### src/rtl/arith_pkg.sv
// Shared encodings and sizing helpers for the bit-serial arithmetic blocks.
package arith_pkg;

    typedef enum logic [1:0] {
        ST_IDLE  = 2'd0,
        ST_SHIFT = 2'd1,
        ST_DONE  = 2'd2
    } state_e;

    // Bit-counter width; never below one bit so WIDTH=2 still gets a real counter.
    function automatic int cnt_w(input int width);
        return (width <= 2) ? 1 : $clog2(width);
    endfunction

endpackage

### src/rtl/serial_subtractor_if.sv
// Operand/result handshake bundle for serial_subtractor; ovf exists only with SUB_OVF_EN.
import arith_pkg::*;

interface serial_subtractor_if #(
    parameter int WIDTH = 4
);
    // Both channels transfer on a rising edge where valid && ready; a producer holds its
    // payload stable while valid is high and ready is low, and never withdraws valid early.
    logic             in_valid;
    logic             in_ready;
    logic [WIDTH-1:0] a;
    logic [WIDTH-1:0] b;
    logic             bin;
    logic             out_valid;
    logic             out_ready;
    logic [WIDTH-1:0] diff;
    logic             bout;
`ifdef SUB_OVF_EN
    logic             ovf;
`endif
    state_e           dbg_state;

`ifdef SUB_OVF_EN
    modport master (output in_valid, a, b, bin, out_ready,
                    input  in_ready, out_valid, diff, bout, ovf, dbg_state);
    modport slave  (input  in_valid, a, b, bin, out_ready,
                    output in_ready, out_valid, diff, bout, ovf, dbg_state);
`else
    modport master (output in_valid, a, b, bin, out_ready,
                    input  in_ready, out_valid, diff, bout, dbg_state);
    modport slave  (input  in_valid, a, b, bin, out_ready,
                    output in_ready, out_valid, diff, bout, dbg_state);
`endif

endinterface

### src/rtl/full_subtractor.sv
// Single-bit full subtractor cell: d = a - b - bin, with borrow out.
module full_subtractor (
    input  logic i_a,
    input  logic i_b,
    input  logic i_bin,
    output logic o_d,
    output logic o_bout
);

    assign o_d    = i_a ^ i_b ^ i_bin;
    assign o_bout = (~i_a & i_b) | (~(i_a ^ i_b) & i_bin);

endmodule

### src/rtl/serial_subtractor.sv
// Bit-serial subtractor a - b - bin, LSB first, one full-subtractor cell plus a borrow flop.
// Optional signed-overflow output is built when SUB_OVF_EN is defined.
import arith_pkg::*;

module serial_subtractor #(
    parameter int WIDTH = 4
) (
    input  logic               clk,
    input  logic               rst_n,
    serial_subtractor_if.slave bus
);

    localparam int CNT_W = cnt_w(WIDTH);

    state_e           r_state;
    state_e           w_next_state;
    logic [CNT_W-1:0] r_cnt;
    logic [WIDTH-1:0] r_a;
    logic [WIDTH-1:0] r_b;
    logic [WIDTH-1:0] r_sh;
    logic [WIDTH-1:0] r_diff;
    logic             r_brw;
    logic             r_bout;
    logic             w_d;
    logic             w_bout;
    logic             w_accept;
    logic             w_last;

    full_subtractor u_fs (
        .i_a    (r_a[0]),
        .i_b    (r_b[0]),
        .i_bin  (r_brw),
        .o_d    (w_d),
        .o_bout (w_bout)
    );

    assign w_accept = bus.in_valid && (r_state == ST_IDLE);
    assign w_last   = (r_state == ST_SHIFT) && (r_cnt == CNT_W'(WIDTH - 1));

    always_comb begin
        w_next_state = r_state;
        case (r_state)
            ST_IDLE:  if (bus.in_valid)  w_next_state = ST_SHIFT;
            ST_SHIFT: if (w_last)        w_next_state = ST_DONE;
            ST_DONE:  if (bus.out_ready) w_next_state = ST_IDLE;
            default:                     w_next_state = ST_IDLE;
        endcase
    end

    always_ff @(posedge clk or negedge rst_n) begin
        if (!rst_n) r_state <= ST_IDLE;
        else        r_state <= w_next_state;
    end

    always_ff @(posedge clk or negedge rst_n) begin
        if (!rst_n) begin
            r_cnt  <= '0;
            r_a    <= '0;
            r_b    <= '0;
            r_sh   <= '0;
            r_brw  <= 1'b0;
            r_diff <= '0;
            r_bout <= 1'b0;
        end else if (w_accept) begin
            r_a   <= bus.a;
            r_b   <= bus.b;
            r_brw <= bus.bin;
            r_cnt <= '0;
        end else if (r_state == ST_SHIFT) begin
            r_a   <= r_a >> 1;
            r_b   <= r_b >> 1;
            r_brw <= w_bout;
            r_sh  <= {w_d, r_sh[WIDTH-1:1]};
            r_cnt <= r_cnt + 1'b1;
            // Result registers update only here so DONE presents a frozen value.
            if (w_last) begin
                r_diff <= {w_d, r_sh[WIDTH-1:1]};
                r_bout <= w_bout;
            end
        end
    end

`ifdef SUB_OVF_EN
    logic r_ovf;

    // On the MSB cycle r_brw is the borrow into the sign bit, w_bout the borrow out of it.
    always_ff @(posedge clk or negedge rst_n) begin
        if (!rst_n)      r_ovf <= 1'b0;
        else if (w_last) r_ovf <= r_brw ^ w_bout;
    end

    assign bus.ovf = r_ovf;
`endif

    assign bus.in_ready  = (r_state == ST_IDLE);
    assign bus.out_valid = (r_state == ST_DONE);
    assign bus.diff      = r_diff;
    assign bus.bout      = r_bout;
    assign bus.dbg_state = r_state;

endmodule

### src/flat_wrapper.sv
// flat-port wrapper written by rule: the top's interface ports become plain ports
module serial_subtractor_flat 
#(
    parameter int WIDTH = 4
)
  (clk, rst_n, bus_in_valid, bus_a, bus_b, bus_bin, bus_out_ready, bus_in_ready, bus_out_valid, bus_diff, bus_bout, bus_dbg_state);
  serial_subtractor_if #(.WIDTH(WIDTH)) bus_i ();
  input  logic clk;
  input  logic rst_n;
  input wire logic [$bits(bus_i.in_valid)-1:0] bus_in_valid;
  input wire logic [$bits(bus_i.a)-1:0] bus_a;
  input wire logic [$bits(bus_i.b)-1:0] bus_b;
  input wire logic [$bits(bus_i.bin)-1:0] bus_bin;
  input wire logic [$bits(bus_i.out_ready)-1:0] bus_out_ready;
  output wire logic [$bits(bus_i.in_ready)-1:0] bus_in_ready;
  output wire logic [$bits(bus_i.out_valid)-1:0] bus_out_valid;
  output wire logic [$bits(bus_i.diff)-1:0] bus_diff;
  output wire logic [$bits(bus_i.bout)-1:0] bus_bout;
  output wire logic [$bits(bus_i.dbg_state)-1:0] bus_dbg_state;
  assign bus_i.in_valid = bus_in_valid;
  assign bus_i.a = bus_a;
  assign bus_i.b = bus_b;
  assign bus_i.bin = bus_bin;
  assign bus_i.out_ready = bus_out_ready;
  assign bus_in_ready = bus_i.in_ready;
  assign bus_out_valid = bus_i.out_valid;
  assign bus_diff = bus_i.diff;
  assign bus_bout = bus_i.bout;
  assign bus_dbg_state = bus_i.dbg_state;
  serial_subtractor #(.WIDTH(WIDTH)) u_core (.clk(clk), .rst_n(rst_n), .bus(bus_i));
endmodule
### config.mk
export PLATFORM = sky130hd
export DESIGN_NAME = serial_subtractor_flat
export DESIGN_NICKNAME = d
export VERILOG_FILES = /design/src/rtl/arith_pkg.sv /design/src/rtl/serial_subtractor_if.sv /design/src/rtl/full_subtractor.sv /design/src/rtl/serial_subtractor.sv /design/src/flat_wrapper.sv
export SDC_FILE = /design/constraint.sdc
export NUM_CORES = 1
export LEC_CHECK = 0
export ABC_AREA = 0
export CORE_MARGIN = 8
export CORE_UTILIZATION = 51
export CTS_BUF_LIST = sky130_fd_sc_hd__clkbuf_4 sky130_fd_sc_hd__clkbuf_8
export CTS_CLUSTER_SIZE = 25
export DETAILED_ROUTE_END_ITERATION = 6
export GPL_ROUTABILITY_DRIVEN = 0
export PLACE_DENSITY = 0.81
export SETUP_SLACK_MARGIN = 0.3
export SYNTH_ARGS = -nofsm -noshare
export SYNTH_HDL_FRONTEND = slang
export SYNTH_SLANG_ARGS = --single-unit
### constraint.sdc
create_clock -name clk -period 2 [get_ports clk]
set_clock_uncertainty 0.2 [all_clocks]
set_input_delay 0.4 -clock clk [delete_from_list [all_inputs] [get_ports clk]]
set_output_delay 0.4 -clock clk [all_outputs]
set_load 0.02 [all_outputs]
# [Word level (Yosys, flattened, before mapping)]
# Index checks and enable logic that the tools add are counted.
[word_totals] reg_bits=22 input_bits=13
[op_classes] addsub=1 eq_ne=6 muxes=12 n_bitwise=8 reduce_logical=7
[op_table] op="2-to-1 mux 4 bit" n=4
[op_table] op="2-to-1 mux 2 bit" n=5
[op_table] op="one-hot mux 2 bit (3 select lines)" n=1
[op_table] op="AND reduction 3 bit" n=2
[op_table] op="equality test 2 bit (second input constant)" n=2
[op_table] op="!= test 2 bit (second input constant)" n=2
[op_table] op="inverter 1 bit" n=3
[op_table] op="adder 2 x 1 -> 2 bit (second input constant)" n=1
[op_table] op="AND 1 bit" n=2
[op_table] op="equality test 2 x 1 -> 1 bit (second input constant)" n=1
[op_table] op="logical AND 1 bit" n=2
[op_table] op="logical NOT 2 bit" n=1
[op_table] op="2-to-1 mux 1 bit" n=2
[op_table] op="!= test 2 x 1 -> 1 bit (second input constant)" n=1
[op_table] op="AND reduction 2 bit" n=1
[op_table] op="nonzero test 2 bit" n=1
[op_table] op="XOR 1 bit" n=2
[op_table] op="OR 1 bit" n=1

# [Depth between registers and ports, before layout]
# Gate-level depths: netlist of run 1.
[logic_depth] word_depth=6 ltp_mapped=5

# [Modules after synthesis]
# Synthesis of run 1 repeated with hierarchy kept, for this count alone.
[hier_totals] cells_unflattened=81 hier_area_um2=938.4
[by_module_without_submodules] mod="serial_subtractor" n_inst=1 cells_each=77 area_per_inst_um2=907.1 seq_area_each_um2=525.5
[by_module_without_submodules] mod="full_subtractor" n_inst=1 cells_each=4 area_per_inst_um2=31.3 seq_area_each_um2=0.0

# [Worst setup path after synthesis of run 1]
# No wires, ideal clock.
[synth_timing] kind="reg2out" start="register u_core.r_state[1] (netlist: u_core.bus.dbg_state[1])" end="output bus_out_valid" t_arrival_ns=1.097 required_ns=1.400 path_slack_ns=0.303 path_stages_with_launch=4 path_cell_list="dfrtp_1 > buf_2 > inv_1 > nor2_1"
[synth_via] elab_chain_len=1
[synth_lines] item="from (decl)" line_no="serial_subtractor.sv:15" source="state_e r_state;"
[synth_lines] item="from (signal assigned)" line_no="serial_subtractor.sv:52" source="else r_state <= w_next_state;"
[synth_lines] item="equality test 2 bit" line_no="serial_subtractor.sv:96" source="assign bus.out_valid = (r_state == ST_DONE);"
[synth_lines] item="to (decl)" line_no="flat_wrapper.sv:16" source="output wire logic [$bits(bus_i.out_valid)-1:0] bus_out_valid;"
# No other way between the ends.

# [Final worst setup path of run 1]
[layout_timing] start="register u_core.r_state[1] (netlist: u_core.bus.dbg_state[1])" end="output bus_dbg_state[1]"
[layout_lines] item="to (decl)" line_no="flat_wrapper.sv:19" source="output wire logic [$bits(bus_i.dbg_state)-1:0] bus_dbg_state;"
# No word-level cell between the ends.

==> results of run 1 <==
## synthesized netlist by cell type (all sizes together)
master / count
o22ai: 6
or2: 1
ha: 1
nor2: 9
fa: 1
nand2b: 2
o32ai: 7
inv: 3
a211oi: 1
o31ai: 1
buf: 5
nand2: 14
a221oi: 1
mux2: 4
dfrtp: 21
o21ai: 8
nand3b: 1
nor2b: 2
## state kept, by name (all words and copies together), names as in the netlist
signal	cells
u_core.bus.dbg_state	2
u_core.bus.bout	1
u_core.r_sh	3
u_core.r_b	4
u_core.r_cnt	2
u_core.bus.diff	4
u_core.r_a	4
u_core.r_brw	1
## power groups by stage
stage,Combinational [W],Clock (W),Sequential (W)
3_5_place_dp,0.00101,0,0.000793
4_1_cts,0.000977,0.000217,0.000772
3_3_place_gp,0.000962,0,0.000778
5_1_grt,0.00109,0.000240,0.000805
6_report,0.000977,0.000216,0.000775
2_1_floorplan,0.000616,0,0.000825
## metal layers
layer | up-vias | GRT usage | share of wire
met4 | 0 | 0.0648 | 0.011
li1 | 363 | - | -
met2 | 33 | 0.222 | 0.48
met5 | - | 0 | 0
met3 | 2 | 0.0369 | 0.073
met1 | 374 | 0.173 | 0.43
## cell type report
cell class	count	area share
Sequential cell	21	0.431
Multi-Input combinational cell	59	0.316
Timing Repair Buffer	27	0.194
Tap cell	25	0.0256
Clock buffer	4	0.0246
Inverter	3	0.00922
## stage by stage
stage | hold slack (ns) | area (um2)
floorplan | -0.0956 | 957
global placement | 0.257 | 1200
detailed placement | 0.267 | 1200
CTS | 0.177 | 1220
global route | 0.176 | 1220
finish | 0.169 | 1220
## how the worst min path moves through the flow
stage                                    start                             end  slack, ns  cells after the start
finish                                   rst_n  u_core.bus.diff[2]$_DFFE_PN0P_       0.17                      1
global route                             rst_n  u_core.bus.diff[2]$_DFFE_PN0P_       0.18                      1
CTS                                      rst_n  u_core.bus.diff[2]$_DFFE_PN0P_       0.18                      1
detailed placement  u_core.r_sh[1]$_DFFE_PN0P_      u_core.r_sh[1]$_DFFE_PN0P_       0.27                      2
global placement    u_core.r_sh[1]$_DFFE_PN0P_      u_core.r_sh[1]$_DFFE_PN0P_       0.26                      2
floorplan                                rst_n     u_core.bus.bout$_DFFE_PN0P_       -0.1                      0
## kinds of logic (layout without fill, tap and decap cells)
family / count (synthesis) / in the layout
adder cells (fa/ha/maj): 2 / 2
multiplexers: 4 / 4
AND/OR/NAND/NOR: 29 / 29
flip-flops: 21 / 21
buffers and inverters: 8 / 34
AO/OA/AOI/OAI: 24 / 24
## timing repair
action / 4_1_cts / 5_1_grt
hold buffers: 0 / 0
gates resized for setup: 16 / 5
buffers inserted: 1 / 0
setup endpoints to repair: 9 / 9
hold endpoints to repair: 0 / 0
## critical path: stages, from the launching register on
cell	delay, ns
dfrtp_1	0.41
buf_4	0.18
buf_4	0.16
==> flow_metrics.env, run 1 <==
export IMPL_status="complete, no violations"
export IMPL_post_place_cells=134
export IMPL_syn_area_um2=957
export IMPL_p_comb_frac=0.496
export IMPL_finalCriticalPeriod_ns=1.65
export IMPL_r2r_start="u_core.bus.dbg_state[0]$_DFFE_PN0P_"
export IMPL_hold_path_class="primary input to asynchronous set/reset pin"
export IMPL_p_total_w=0.00197
export IMPL_syn_area_per_cell_um2=10.9
export IMPL_vias=772
export IMPL_synthAdderAreaFrac=0.0340
export IMPL_tritoncts="done"
export IMPL_worstSetupStartpointType="flop"
export IMPL_synth_warnings=0
export IMPL_clk_latency_ns=0.29
export IMPL_max_cap_violations=0
export IMPL_cts_made_buffers=3
export IMPL_nNetsFinal=130
export IMPL_final_max_slew_violation_count=0
export IMPL_post_route_util=0.700
export IMPL_arrival_ns=1.05
export IMPL_routedWlPerCell_um=15.9
export IMPL_synth_compound_area_share=0.184
export IMPL_synth_mux_area_frac=0.0471
export IMPL_finalCritPeriodShare=0.827
export IMPL_final_layout_size_suffix_gt1_frac=0.193
export IMPL_grt_max_degree=13
export IMPL_rsz0062_at_grt="false"
export IMPL_hpwlAfterDp_um=1720
export IMPL_first_pass_iters=4
export IMPL_ys_top_cells_by_area="dfrtp_1 55%, nand2_1 5.5%, o32ai_1 5.5%"
export IMPL_endpoint_kind="output pin"
export IMPL_antenna_found_initial=0
export IMPL_p_int_w=0.00114
export IMPL_synth_xor_area_frac=0
export IMPL_vias_per_cell=5.55
export IMPL_synth_cell_types=20
export IMPL_root_buffer="clkbuf_4"
export IMPL_p_per_area_nw_per_um2=1610
export IMPL_rows=15
export IMPL_instances_no_fill=139
export IMPL_overflow=0
export IMPL_final_hold_viol_count=0
export IMPL_die_h_um=59.3
export IMPL_ff2ff_setup_slack_ns=0.40
export IMPL_drt_iter0_drc=18
export IMPL_nFillCells=144
export IMPL_synth_top_family_by_area="compound AO/OA/AOI/OAI gates"
export IMPL_critPathKind="flop to output pin"
export IMPL_grt_pass1_wl_um=3740
export IMPL_dieArea_um2=3520
export IMPL_power_frac_seq=0.394
export IMPL_final_common_cell="dfrtp_1"
export IMPL_rr_endpoint="u_core.r_b[2]$_DFFE_PN0P_"
export IMPL_crit_path_start="u_core.bus.dbg_state[1]$_DFFE_PN0P_"
export IMPL_seq_area_frac_synth=0.549
export IMPL_grt_usage=0.141
export IMPL_p_leak_nw=0.558
export IMPL_synth_cells=88
export IMPL_path_clk_slew_ns=0.11
export IMPL_cts_num_sinks=21
export IMPL_port_buffers=21
export IMPL_timing_slew_headroom=0.726
export IMPL_setup_tns_final_ns=0
export IMPL_initial_core_util=0.548
export IMPL_core_um2=1750
export IMPL_cts_buffer_depth=2
export IMPL_diodes=0
export IMPL_endpoint="bus_dbg_state[1]"
export IMPL_synth_top_cell_by_area="dfrtp_1"
export IMPL_swShare=0.419
export IMPL_die_w_um=59.3
export IMPL_regArea_um2=527
export IMPL_multi_input_area_um2=385
export IMPL_setup_viol=0
export IMPL_routed_wirelength_um=2210
export IMPL_synth_top_area_frac=0.549
export IMPL_cp_required_ns=1.40
export IMPL_synth_simple_gate_area_frac=0.135
export IMPL_critPathMaxFanout=12
export IMPL_ys_ff_latch=21
export IMPL_rr_worst_depth=5
export IMPL_switchingPower_w=0.000824
export IMPL_num_io_pins=22
export IMPL_worstMarginPinSlew_ns=0.411
export IMPL_worst_slack_ns=0.347
export IMPL_grt_pass1_vias=796
export IMPL_ir_drop_v=0.000942
export IMPL_layout_common_cells="20 x dfrtp_1, 14 x nand2_1, 12 x clkdlybuf4s50_1, 9 x nor2_1, 8 x o21ai_0"
export IMPL_clock_power_share=0.110
export IMPL_syn_nets=103
export IMPL_drc=0
export IMPL_postRouteAntennaNets=0
export IMPL_area_growth_pct=27.6
export IMPL_preCtsSetupSlack_ns=0.217
export IMPL_h_tree_depth=1
export IMPL_max_clock_freq_mhz=605
No activity file was read; power rests on OpenSTA's default activity.
==> inputs of run 2 (changes only) <==
Settings changed: CORE_UTILIZATION 51 to 46, PLACE_DENSITY 0.81 to 0.77.
Clock period 2 ns to 1.4 ns, I/O delays scaled along.
==> flow_metrics.env, run 2 (synthesized netlist as in run 1, its figures left out) <==
export IMPL_postCtsHoldBufs=0
export IMPL_rr_worst_depth=4
export IMPL_grt_pass1_vias=820
export IMPL_tritoncts="done"
export IMPL_max_clock_freq_mhz=650
export IMPL_ir_drop_v=0.00139
export IMPL_final_hold_viol_count=0
export IMPL_status="finished with violations"
export IMPL_vias=846
export IMPL_h_tree_depth=1
export IMPL_endpoint_kind="flop"
export IMPL_instances_no_fill=156
export IMPL_clk_latency_ns=0.31
export IMPL_final_max_slew_violation_count=0
export IMPL_violations="negative setup slack"
export IMPL_path_clk_slew_ns=0.13
export IMPL_nNetsFinal=145
export IMPL_core_um2=1960
export IMPL_setup_viol=24
export IMPL_drc=0
export IMPL_worstMarginPinSlew_ns=0.263
export IMPL_dieArea_um2=3800
export IMPL_p_per_area_nw_per_um2=2370
export IMPL_routed_wirelength_um=2650
export IMPL_layout_common_cells="19 x dfrtp_1, 16 x buf_6, 13 x nand2_1, 12 x buf_4, 11 x clkdlybuf4s50_1"
export IMPL_drt_iter0_drc=15
export IMPL_diodes=0
export IMPL_p_leak_nw=0.684
export IMPL_critPathKind="flop to flop"
export IMPL_die_w_um=61.6
export IMPL_die_h_um=61.6
export IMPL_grt_pass1_wl_um=3920
export IMPL_area_growth_pct=58.3
export IMPL_whs_ns=0.0944
export IMPL_cts_buffer_depth=2
export IMPL_vias_per_cell=5.42
export IMPL_final_common_cell="dfrtp_1"
export IMPL_finalCriticalPeriod_ns=1.54
export IMPL_cts_num_sinks=21
export IMPL_overflow=0
export IMPL_nFillCells=125
export IMPL_max_cap_violations=0
export IMPL_root_buffer="clkbuf_4"
export IMPL_grt_usage=0.138
export IMPL_antenna_found_initial=0
export IMPL_num_io_pins=22
export IMPL_hpwlAfterDp_um=1750
export IMPL_rows=16
export IMPL_critPathMaxFanout=7
export IMPL_multi_input_area_um2=498
export IMPL_first_pass_iters=4
export IMPL_final_layout_size_suffix_gt1_frac=0.481
export IMPL_hold_path_class="primary input to asynchronous set/reset pin"
export IMPL_postRouteAntennaNets=0
export IMPL_worstSetupStartpointType="flop"
export IMPL_arrival_ns=1.55
export IMPL_post_place_cells=144
export IMPL_grt_max_degree=22
export IMPL_regArea_um2=528
export IMPL_rsz0062_at_grt="true"
export IMPL_worst_slack_ns=-0.139
export IMPL_initial_core_util=0.488
export IMPL_cp_required_ns=1.41
export IMPL_timing_slew_headroom=0.824
export IMPL_cts_made_buffers=3
export IMPL_finalCritPeriodShare=1.10
export IMPL_routedWlPerCell_um=17.0
export IMPL_port_buffers=21
run 2: final timing paths:
kind                                                      from                                  end  slack, ns
min in group clk                                      bus_b[3]            u_core.r_b[3]$_DFFE_PN0P_       0.31
hold reg to reg                     u_core.r_sh[1]$_DFFE_PN0P_           u_core.r_sh[1]$_DFFE_PN0P_       0.32
setup / recovery           u_core.bus.dbg_state[1]$_DFFE_PN0P_       u_core.bus.diff[1]$_DFFE_PN0P_      -0.14
max in group asynchronous                                rst_n  u_core.bus.dbg_state[1]$_DFFE_PN0P_       0.75
hold / removal                                           rst_n       u_core.bus.diff[1]$_DFFE_PN0P_       0.09
setup reg to reg           u_core.bus.dbg_state[1]$_DFFE_PN0P_       u_core.bus.diff[1]$_DFFE_PN0P_      -0.14
run 2: critical path: stages, from the launching register on:
cell and delay, ns:
dfrtp_2 0.47, buf_6 0.14, buf_6 0.11, nand3b_4 0.21, mux2_4 0.32
run 2: report_power, final:
part	switching (W)	internal [W]	total, W
sequential	0.000251	0.000906	0.00116
clock	0.000201	0.000109	0.000310
combinational	0.00100	0.00113	0.00213
total	0.00145	0.00214	0.00360
run 2: stage by stage:
| stage | TNS, ns | cell area [um2] | util | worst slack [ns] | power, W |
|---|---|---|---|---|---|
| global route | -2.94 | 1520 | 0.772 | -0.174 | 0.00382 |
| detailed placement | -4.36 | 1370 | 0.697 | -0.386 | 0.00296 |
| global placement | -3.85 | 1370 | 0.697 | -0.346 | 0.00290 |
| floorplan | -0.147 | 1080 | - | -0.0523 | 0.00238 |
| CTS | -1.78 | 1460 | 0.744 | -0.126 | 0.00345 |
| finish | -1.79 | 1520 | 0.772 | -0.139 | 0.00360 |
run 2: what timing repair did:
item                       in CTS  in global routing
cloned                          0                  0
setup endpoints to repair      30                 30
gates resized for setup        62                  7
buffers inserted                4                  4
pin swaps                       4                 10
run 2: cell type report:
type | count | area share
repair buffers | 42 | 0.273
multi-input cells | 59 | 0.329
well taps | 27 | 0.0223
clock buffers | 3 | 0.0149
inverters | 3 | 0.00743
clock inverters | 1 | 0.00495
flip-flops and latches | 21 | 0.348
run 2: layer usage:
metal | global-route usage | share of wire | vias up
met5 | 0 | 0 | -
met4 | 0.0390 | 0.0053 | 0
met3 | 0.0167 | 0.037 | 2
met2 | 0.226 | 0.55 | 17
met1 | 0.185 | 0.41 | 430
li1 | - | - | 397
==> inputs of run 3 (changes only) <==
Settings changed: CTS_CLUSTER_SIZE 25 to default.
==> results of run 3 <==
Same layout as run 2: the final DEF is identical, and so are final timing and power.
==> patch, RTL diff (config.mk and constraints of run 2) <==
`WIDTH` is set to 4 in 3 places; all go to 5.
--- a/src/rtl/serial_subtractor_if.sv
+++ b/src/rtl/serial_subtractor_if.sv
@@ -3,5 +3,5 @@
 
 interface serial_subtractor_if #(
-    parameter int WIDTH = 4
+    parameter int WIDTH = 5
 );
     // Both channels transfer on a rising edge where valid && ready; a producer holds its
--- a/src/rtl/serial_subtractor.sv
+++ b/src/rtl/serial_subtractor.sv
@@ -4,5 +4,5 @@
 
 module serial_subtractor #(
-    parameter int WIDTH = 4
+    parameter int WIDTH = 5
 ) (
     input  logic               clk,
--- a/src/flat_wrapper.sv
+++ b/src/flat_wrapper.sv
@@ -2,5 +2,5 @@
 module serial_subtractor_flat 
 #(
-    parameter int WIDTH = 4
+    parameter int WIDTH = 5
 )
   (clk, rst_n, bus_in_valid, bus_a, bus_b, bus_bin, bus_out_ready, bus_in_ready, bus_out_valid, bus_diff, bus_bout, bus_dbg_state);
Ports: changed (resized bus_a, bus_b and bus_diff); port bits go from 22 to 25. The function was not compared with the original's and may differ.
==> patch against run 2 <==
The flow still finishes with violations (setup timing); cell area rose by 23%; routed wire length is 8.3% higher; synthesized area increased by 27%; count of clock-buffer cells in the layout is 1 higher; sequential cell count grew 5; critical path depth unchanged; largest power group unchanged; first-iteration DRC count increased to 3.1 times the old value; power up 20%; maximum frequency decreased by 3.9%; setup slack got worse by 0.062 ns.
==> patch: results (changes against run 2) <==
[grt]
grt_pass1_wl_microns=4770  ; was 3920 microns
grt_util_met1_pct=17.5  ; was 18.5%
grt_use_met2_pct=21.8  ; was 22.6%
gr_usage_total_pct=13.7  ; was 13.8%
grt_pass1_vias=999  ; was 820
grt_max_degree=27  ; was 22
groute.layer.met3.usage_pct=4.30  ; was 1.67%

[final_layout]
sequential_cell_area_sq_um=653  ; was 528 sq um
final_design_instance_area_without_fill_sq_um=1860  ; was 1520 sq um
nNonClkInverters=8  ; was 3
non_clock_buffer_count=51  ; was 42
layout-drive-gt1-share_pct=49.3  ; was 48.1%
clock_buffer_count=4  ; was 3
n_multi_input_combinational_cell=61  ; was 59
area_delta_synth_final_pct=53.0  ; was 58.3%
fraction_of_standard_cell_area_in_multi_input_logic_pct=32.3  ; was 32.9%
fin_nets=169  ; was 145
clock_cell_area_share_pct=1.95  ; was 1.98%

[synth]
postSynthNetCount=117  ; was 103
synthesis.area_per_instance_sq_um=12.3  ; was 10.9 sq um
yosys-mux-area-fraction_pct=10.4  ; was 4.71%
ys_seq_area_share_pct=53.4  ; was 54.9%
netlist-cell-type-count=32  ; was 20
synth-compound-area-share_pct=17.7  ; was 18.4%
netlist_top_cells_count=dfrtp_1, o22ai_1, inv_1  ; was dfrtp_1, nand2_1, nor2_1
synth_adder_area_share_pct=3.70  ; was 3.40%

[critical_path]
startpoint=u_core.bus.dbg_state[1]$_DFFE_PN0P_  ; unchanged
timing.critical_path.to=u_core.bus.diff[2]$_DFFE_PN0P_  ; was u_core.bus.diff[1]$_DFFE_PN0P_
critPathTopFamily=flip-flops  ; unchanged
crit_arrival_ns=1.62  ; was 1.55 ns

[timing]
timing.final.setup_violations=26  ; was 24
setup_ws_ns=-0.201  ; was -0.139 ns
totalNegativeSetupSlack_ns=-3.03  ; was -1.79 ns
timing_worst_slew_pin_value_ns=0.301  ; was 0.263 ns

[place]
buffer_ports.inserted=24  ; was 21
post_dp_cell_area_sq_um=1690  ; was 1370 sq um
dpl.hpwl_microns=2130  ; was 1750 microns

[routing]
detailroute.wirelength.met3_microns=205  ; was 98 microns
route.met2.wl_microns=1340  ; was 1460 microns
met1Wirelength_microns=1300  ; was 1080 microns
highest_layer=met4  ; unchanged
initial_drc_count=46  ; was 15
wirelength_microns=2880  ; was 2650 microns

[power_and_ir_drop]
share_seq_of_total_power_pct=32.9  ; was 32.2%
power_frac_clock_pct=8.8  ; was 8.6%
switching_share_pct=36.9  ; was 40.4%
static-leakage-power_nw=0.836  ; was 0.684 nW
vdd_drop_max_mv=1.55  ; was 1.39 mV

[run_status]
failed_checks=setup timing  ; unchanged
run_status=complete, but fails checks  ; unchanged

[clock_network]
numClockSinks=26  ; was 21

## patch: changes by cell type after synthesis, sizes merged, moves of 2 or more
cell and change:
inv +4, a21oi +4, o32ai -6, o21ai -3
nand2 -9, nor2 -3, a2bb2oi +2, dfrtp +5
mux2 +5, o22ai +5, nor2b -2
## patch: logic make-up after synthesis
| group | count (synthesis) |
|---|---|
| compound gates | 31 |
| flops | 26 |
| buf+inv | 12 |
| fa+ha+maj | 3 |
| simple gates | 17 |
| mux | 10 |
## patch: repair_timing
action                                  4_1_cts  5_1_grt
gates cloned                                  0        0
endpoints found under the setup margin       36       36
gates resized for setup                      74        2
hold buffers                                  0        0
pin swaps                                     7        2
setup buffers                                 6        1
## patch: metrics by stage
step | setup slack, ns | power [mW]
4_1_cts | -0.209 | 4.30
6_report | -0.201 | 4.32
3_3_place_gp | -0.238 | 3.51
2_1_floorplan | -0.0590 | 2.80
5_1_grt | -0.246 | 4.60
3_5_place_dp | -0.258 | 3.61
